[src/rtl/exc_ctrl_pkg.sv]
// ============================================================================
// Module      : exc_ctrl_pkg
// Description : Shared definitions for the exception/interrupt sequencer:
//               excodes, FSM state encodings, event kinds, default vector and
//               the captured-event record.
// Revision    : 1.0 - initial release
// ============================================================================
`default_nettype none

package exc_ctrl_pkg;

  // Excodes used by the pipeline
  localparam logic [4:0] EX_INT  = 5'h00;
  localparam logic [4:0] EX_ADEL = 5'h04;
  localparam logic [4:0] EX_ADES = 5'h05;
  localparam logic [4:0] EX_SYS  = 5'h08;
  localparam logic [4:0] EX_BP   = 5'h09;
  localparam logic [4:0] EX_RI   = 5'h0a;
  localparam logic [4:0] EX_OV   = 5'h0c;

  // Sequencer state encodings
  localparam logic [1:0] EXC_ST_IDLE     = 2'd0;
  localparam logic [1:0] EXC_ST_COMMIT   = 2'd1;
  localparam logic [1:0] EXC_ST_FLUSH    = 2'd2;
  localparam logic [1:0] EXC_ST_REDIRECT = 2'd3;

  // Kind of captured event
  localparam logic [1:0] EXC_KIND_INT  = 2'd0;
  localparam logic [1:0] EXC_KIND_EX   = 2'd1;
  localparam logic [1:0] EXC_KIND_ERET = 2'd2;

  // Exception/interrupt entry PC with BEV=1
  localparam logic [31:0] EXC_VECTOR = 32'hbfc0_0380;

  typedef struct packed {
    logic [1:0]  kind;
    logic [4:0]  excode;
    logic        bd;
    logic [31:0] pc;
    logic [31:0] badvaddr;
  } exc_event_t;

  // Interrupt is taken only when globally enabled, not already in exception
  // level, and at least one unmasked line is pending.
  function automatic logic int_pending(input logic       ie,
                                       input logic       exl,
                                       input logic [7:0] im,
                                       input logic [7:0] ip);
    return ie & ~exl & (|(ip & im));
  endfunction

endpackage

`default_nettype wire

[src/rtl/exc_ctrl_select.sv]
// ============================================================================
// Module      : exc_select
// Description : Combinational event detection and prioritisation for the
//               instruction in WB (interrupt > exception > ERET).
// Ports       : ws_valid/ws_ex/ws_excode/ws_bd/ws_pc/ws_badvaddr/ws_eret - WB
//               instruction info; c0_status_ie/exl/im, c0_cause_ip - cp0
//               interrupt state; event_hit - WB holds an event; event_info -
//               prioritised event record to capture.
// Revision    : 1.0 - initial release
// ============================================================================
`default_nettype none

module exc_select
  import exc_ctrl_pkg::*;
(
  input  logic        ws_valid,
  input  logic        ws_ex,
  input  logic [4:0]  ws_excode,
  input  logic        ws_bd,
  input  logic [31:0] ws_pc,
  input  logic [31:0] ws_badvaddr,
  input  logic        ws_eret,
  input  logic        c0_status_ie,
  input  logic        c0_status_exl,
  input  logic [7:0]  c0_status_im,
  input  logic [7:0]  c0_cause_ip,
  output logic        event_hit,
  output exc_event_t  event_info
);

  logic int_pend;

  assign int_pend  = int_pending(c0_status_ie, c0_status_exl, c0_status_im, c0_cause_ip);
  assign event_hit = ws_valid & (int_pend | ws_ex | ws_eret);

  always_comb begin
    event_info.bd       = ws_bd;
    event_info.pc       = ws_pc;
    event_info.badvaddr = ws_badvaddr;
    // An ERET that also carries an exception is handled as the exception.
    if (int_pend) begin
      event_info.kind   = EXC_KIND_INT;
      event_info.excode = EX_INT;
    end else if (ws_ex) begin
      event_info.kind   = EXC_KIND_EX;
      event_info.excode = ws_excode;
    end else begin
      event_info.kind   = EXC_KIND_ERET;
      event_info.excode = ws_excode;
    end
  end

endmodule

`default_nettype wire

[src/rtl/exc_ctrl.sv]
// ============================================================================
// Module      : exc_ctrl
// Description : Exception/interrupt sequencer between WB and cp0. Stalls WB on
//               an event, issues one commit pulse to cp0, holds flush for
//               FLUSH_CYCLES cycles, then handshakes a redirect PC to fetch.
// Ports       : clk, resetn (async active-low); ws_* - WB instruction and
//               ws_ready; c0_* - cp0 status/cause/EPC; cp0_* - commit to cp0;
//               flush; redirect_valid/redirect_pc/redirect_ready - fetch.
// Config      : EXC_CTRL_STATS_EN adds exc_cnt/int_cnt/eret_cnt outputs.
// Revision    : 1.0 - initial release
// ============================================================================
`default_nettype none

module exc_ctrl
  import exc_ctrl_pkg::*;
#(
  parameter logic [31:0] EX_VECTOR    = EXC_VECTOR,
  parameter int unsigned FLUSH_CYCLES = 2          // legal 1..15
) (
  input  logic        clk,
  input  logic        resetn,
  input  logic        ws_valid,
  output logic        ws_ready,
  input  logic        ws_ex,
  input  logic [4:0]  ws_excode,
  input  logic        ws_bd,
  input  logic [31:0] ws_pc,
  input  logic [31:0] ws_badvaddr,
  input  logic        ws_eret,
  input  logic        c0_status_ie,
  input  logic        c0_status_exl,
  input  logic [7:0]  c0_status_im,
  input  logic [7:0]  c0_cause_ip,
  input  logic [31:0] c0_epc,
  output logic        cp0_ex,
  output logic [4:0]  cp0_excode,
  output logic        cp0_bd,
  output logic [31:0] cp0_pc,
  output logic [31:0] cp0_badvaddr,
  output logic        cp0_eret,
  output logic        flush,
  output logic        redirect_valid,
  output logic [31:0] redirect_pc,
  input  logic        redirect_ready
`ifdef EXC_CTRL_STATS_EN
  ,
  output logic [31:0] exc_cnt,
  output logic [31:0] int_cnt,
  output logic [31:0] eret_cnt
`endif
);

  localparam logic [3:0] FLUSH_LOAD = 4'(FLUSH_CYCLES - 1);

  logic [1:0] state;
  logic [1:0] next_state;
  logic [3:0] flush_cnt;
  logic       event_hit;
  exc_event_t event_info;
  exc_event_t cap;

  exc_select u_select (
    .ws_valid      (ws_valid),
    .ws_ex         (ws_ex),
    .ws_excode     (ws_excode),
    .ws_bd         (ws_bd),
    .ws_pc         (ws_pc),
    .ws_badvaddr   (ws_badvaddr),
    .ws_eret       (ws_eret),
    .c0_status_ie  (c0_status_ie),
    .c0_status_exl (c0_status_exl),
    .c0_status_im  (c0_status_im),
    .c0_cause_ip   (c0_cause_ip),
    .event_hit     (event_hit),
    .event_info    (event_info)
  );

  // State register
  always_ff @(posedge clk or negedge resetn) begin
    if (!resetn) state <= EXC_ST_IDLE;
    else         state <= next_state;
  end

  // Next-state logic
  always_comb begin
    next_state = state;
    case (state)
      EXC_ST_IDLE:     if (event_hit) next_state = EXC_ST_COMMIT;
      EXC_ST_COMMIT:   next_state = (FLUSH_CYCLES == 1) ? EXC_ST_REDIRECT : EXC_ST_FLUSH;
      // Counter holds the remaining FLUSH cycles including this one.
      EXC_ST_FLUSH:    if (flush_cnt <= 4'd1) next_state = EXC_ST_REDIRECT;
      EXC_ST_REDIRECT: if (redirect_ready) next_state = EXC_ST_IDLE;
      default:         next_state = EXC_ST_IDLE;
    endcase
  end

  // Outputs decoded from state
  always_comb begin
    ws_ready       = (state == EXC_ST_IDLE);
    cp0_ex         = (state == EXC_ST_COMMIT) && (cap.kind != EXC_KIND_ERET);
    cp0_eret       = (state == EXC_ST_COMMIT) && (cap.kind == EXC_KIND_ERET);
    flush          = (state == EXC_ST_COMMIT) || (state == EXC_ST_FLUSH);
    redirect_valid = (state == EXC_ST_REDIRECT);
  end

  assign cp0_excode   = cap.excode;
  assign cp0_bd       = cap.bd;
  assign cp0_pc       = cap.pc;
  assign cp0_badvaddr = cap.badvaddr;

  // Event capture happens on the retire edge only; later ws_* changes ignored.
  always_ff @(posedge clk or negedge resetn) begin
    if (!resetn) begin
      cap <= '0;
    end else if (state == EXC_ST_IDLE && event_hit) begin
      cap <= event_info;
    end
  end

  always_ff @(posedge clk or negedge resetn) begin
    if (!resetn) begin
      flush_cnt <= 4'd0;
    end else if (state == EXC_ST_COMMIT) begin
      flush_cnt <= FLUSH_LOAD;
    end else if (state == EXC_ST_FLUSH) begin
      flush_cnt <= flush_cnt - 4'd1;
    end
  end

  // EPC is sampled on REDIRECT entry, after cp0 has absorbed the commit.
  always_ff @(posedge clk or negedge resetn) begin
    if (!resetn) begin
      redirect_pc <= 32'd0;
    end else if (state != EXC_ST_REDIRECT && next_state == EXC_ST_REDIRECT) begin
      redirect_pc <= (cap.kind == EXC_KIND_ERET) ? c0_epc : EX_VECTOR;
    end
  end

`ifdef EXC_CTRL_STATS_EN
  always_ff @(posedge clk or negedge resetn) begin
    if (!resetn) begin
      exc_cnt  <= 32'd0;
      int_cnt  <= 32'd0;
      eret_cnt <= 32'd0;
    end else if (state == EXC_ST_COMMIT) begin
      case (cap.kind)
        EXC_KIND_INT:  if (int_cnt  != 32'hffff_ffff) int_cnt  <= int_cnt  + 32'd1;
        EXC_KIND_EX:   if (exc_cnt  != 32'hffff_ffff) exc_cnt  <= exc_cnt  + 32'd1;
        EXC_KIND_ERET: if (eret_cnt != 32'hffff_ffff) eret_cnt <= eret_cnt + 32'd1;
        default: ;
      endcase
    end
  end
`endif

endmodule

`default_nettype wire

[config.mk]
export PLATFORM = sky130hd
export DESIGN_NAME = exc_ctrl
export DESIGN_NICKNAME = d
export VERILOG_FILES = /design/src/rtl/exc_ctrl_pkg.sv /design/src/rtl/exc_ctrl_select.sv /design/src/rtl/exc_ctrl.sv
export SDC_FILE = /design/constraint.sdc
export NUM_CORES = 1
export LEC_CHECK = 0
export BUFFER_PORTS_ARGS = -buffer_cell sky130_fd_sc_hd__buf_2
export CORE_MARGIN = 2
export CORE_UTILIZATION = 40
export CTS_CLUSTER_DIAMETER = 120
export DETAILED_ROUTE_END_ITERATION = 8
export GPL_ROUTABILITY_DRIVEN = 0
export HOLD_SLACK_MARGIN = 0.02
export PLACE_DENSITY = 0.73
export SLEW_MARGIN = 20
export SYNTH_ARGS = -nofsm -noshare
export SYNTH_HDL_FRONTEND = slang
export SYNTH_SLANG_ARGS = --single-unit
[constraint.sdc]
create_clock -name clk -period 2.25 [get_ports clk]
set_input_delay 0.45 -clock clk [delete_from_list [all_inputs] [get_ports clk]]
set_output_delay 0.45 -clock clk [all_outputs]
set_load 0.01 [all_outputs]
==> impl_results.md <==
* Reg2reg path depth at 6
* Max transition margin at 64.1%
* CP Class: register to register
* Pre-Repair DR Iteration Count at 4
* Die X at 115 um
* Final ANT Viol Nets at 0
* Upper clock frequency limit at 0.459 GHz
* RR Startpoint: state[1]
* Clk slew on worst S/H paths at 0.07 ns
* Total number of yosys warnings at 0
* Clock Latency Late Sink at 0.35 ns
* Cell area after synthesis at 4890 sq um
* Setup_tns at 0 ns
* Vias in the first global route at 3876
* Final #Nets at 810
* Starting Density at 40.9%
* R2R Path End: redirect_pc[9]
* Share of cells above drive strength 1 at 41.4%
* Max-cap violations at 0
* Maximum clock insertion buffer count at 2
* Die height at 115 um
* Largest net degree at the start of global routing at 71
* Setup violators final at 0
* Synth cell types at 35
* CP Capture Type: register
* Dpl ws at -0.123 ns
* Register area share after synthesis at 56.3%
* Syn-to-layout area delta at 26.5%
* Avg Vias per Cell at 4.71
* R2R Setup Slk at 0.07 ns
* Core Area at 12000 sq um
* IO Pins at 233
* Worst-margin pin slew at 0.538 ns
* P per Cell Area at 1330 nW/um^2
* # rows at 40
* CP startpoint kind: register
* Slowest cell on the critical path: or4_4
* Final Hold Viols at 0
* VDD IR max at 0.558 mV
* Worst setup path end: redirect_pc[9]
* Worst Hold Class: primary input to asynchronous set/reset pin
* Final Max Tran Viols at 0
* Avg WL per Cell at 13.5 um
* Clock sinks at 110
* Sequential Area at 2750 sq um
* WL final at 11200 um
* Fin Clk Skew at 0.00437 ns
* P_leak at 3.47 nW
* Mapped Nets at 637
* Tmin final at 2.18 ns
* Initial antenna violation count at 1
* Worst hold slack at 0.0754 ns
* Die Footprint at 13100 sq um
* CTS tree: built
* Max FO, Critical Path at 6
* CTS Hold Bufs at 0
* First-pass GRT wire length at 18000 um
* Total GRT Usage at 17.2%
* Post-route setup slack at 0.0712 ns
* # port buffers at 232
* Period utilisation layout at 96.8%
* Crit-path max cell delay at 0.58 ns
* Vias at 3912
* Final instance area at 6190 sq um
* Fillers at 1072
* DP Area at 5800 sq um
* Status: completed
* Avg Synthesized Cell Area at 9.69 sq um
* Post-DP HPWL at 8280 um
* H-tree Lvls at 3
* Critical Path RT at 2.48 ns
* Number of DRC markers in iteration 0 at 155
* Utilization after layout at 51.7%
* Worst Path Arrival at 2.41 ns
* DRC at 0
* FF+latch count, synth at 110
* Syn Inst Count at 505
* CP cell instances: inv_2 -> ha_4 -> nand2_2 -> or4_4 -> a2111o_1 -> o22a_1
* GR Overflow Total at 0
* CP Launch Point: state[1]
* Clk root buf: clkbuf_16
* TritonCTS Buffers at 9
* Multi-input logic area at 1540 sq um
==> final cells by class <==
type | instances | share of cell area (%)
timing repair buffer | 252 | 22.0
antenna | 1 | 0.0404
tap | 147 | 2.97
inverter | 7 | 0.425
clock buffer | 13 | 4.53
clock inverter | 3 | 0.647
multi-input combinational | 298 | 24.8
sequential | 110 | 44.5
==> kinds of logic (layout without fill, tap and decap cells) <==
logic type	Yosys count	after routing	share of synthesized area [%]
buf+inv	98	275	13.3
flops	110	110	56.3
compound gates	54	55	9.80
fa+ha+maj	6	6	1.53
simple gates	236	236	18.8
other cells	0	1	0
mux	1	1	0.230
==> per-layer routing <==
metal	part of all wire [%]	vias up	track usage, %	routed length, um
met3	6.8	22	4.55	761
met1	43	1831	21.5	4820
met2	48	148	28.4	5390
met5	0	-	0	0
met4	2.3	0	7.15	262
li1	-	1911	-	-
==> placed cells by master, fill, tap and decap left out, types with 2 or more instances in the layout <==
cell and n:
o21a_1 2, clkbuf_8 4, a2111o_1 2, inv_2 2, clkbuf_16 9, nand3_1 6
nand2_1 213, o22ai_1 2, dfrtp_1 109, buf_2 231, buf_12 4, o22a_1 13
buf_4 17, nor3_1 2, nand2b_1 3, inv_1 5, a22oi_2 4, a22o_1 20
o21ai_0 3, clkinv_2 2, ha_1 5, nor2_1 6
==> synth_stat cells (all sizes together) <==
library cell,count,share of area [%]
nand2,214,16
dfrtp,110,56
buf,82,12
a22o,20,3.6
o22a,13,2.3
clkbuf,9,0.69
inv,7,0.54
ha,6,1.5
nand3,6,0.61
nor2,6,0.46
a22oi,4,1.0
nand2b,3,0.38
o21ai,3,0.31
nor3,2,0.20
o21a,2,0.31
o22ai,2,0.26
a2111o,1,0.23
a2111oi,1,0.31
a211oi,1,0.15
a21boi,1,0.15
a21o,1,0.15
a21oi,1,0.10
a221o,1,0.20
a221oi,1,0.31
a41o,1,0.20
and2,1,0.13
and3,1,0.13
mux2,1,0.23
nand4,1,0.13
nor2b,1,0.13
o2111ai,1,0.18
or4,1,0.23
==> registers in the layout (all words and copies together), names as in the netlist <==
signal        count
cap               2
redirect_pc      32
flush_cnt         4
cp0_bd            1
state             2
cp0_excode        5
cp0_pc           32
cp0_badvaddr     32
==> power by group <==
part           total, mW  switching [mW]  internal (mW)
Combinational       3.30            1.86           1.44
Sequential          3.25           0.446           2.81
Clock               1.66           0.680          0.981
Total               8.21            2.98           5.23
==> what timing repair did <==
action                     CTS  global route
pin swaps                    1             6
gates cloned                 1             0
gates resized for setup      1             5
setup endpoints to repair   12            29
buffers inserted             0             5
==> critical path: cells and delay by family (launching register included) <==
family | cells | cell delay (ns)
buffers and inverters | 1 | 0.09
adder cells (fa/ha/maj) | 1 | 0.15
AO/OA/AOI/OAI | 2 | 0.75
AND/OR/NAND/NOR | 2 | 0.63
flip-flops | 1 | 0.45
==> metrics by stage <==
step | instances | power [mW]
global route | 831 | 8.82
global placement | 808 | 6.33
detailed placement | 808 | 6.47
finish | 831 | 8.21
CTS | 825 | 8.20
floorplan | 505 | 5.79
==> how the worst min path moves through the flow <==
stage                        from                to  slack (ns)
detailed placement  cp0_excode[3]     cp0_excode[3]        0.45
floorplan                  resetn           cap[70]        0.15
global placement    cp0_excode[0]     cp0_excode[0]        0.45
global route               resetn  cp0_badvaddr[10]        0.11
finish                     resetn  cp0_badvaddr[10]        0.08
CTS                        resetn  cp0_badvaddr[10]        0.09
No activity file was read; power rests on OpenSTA's default activity.
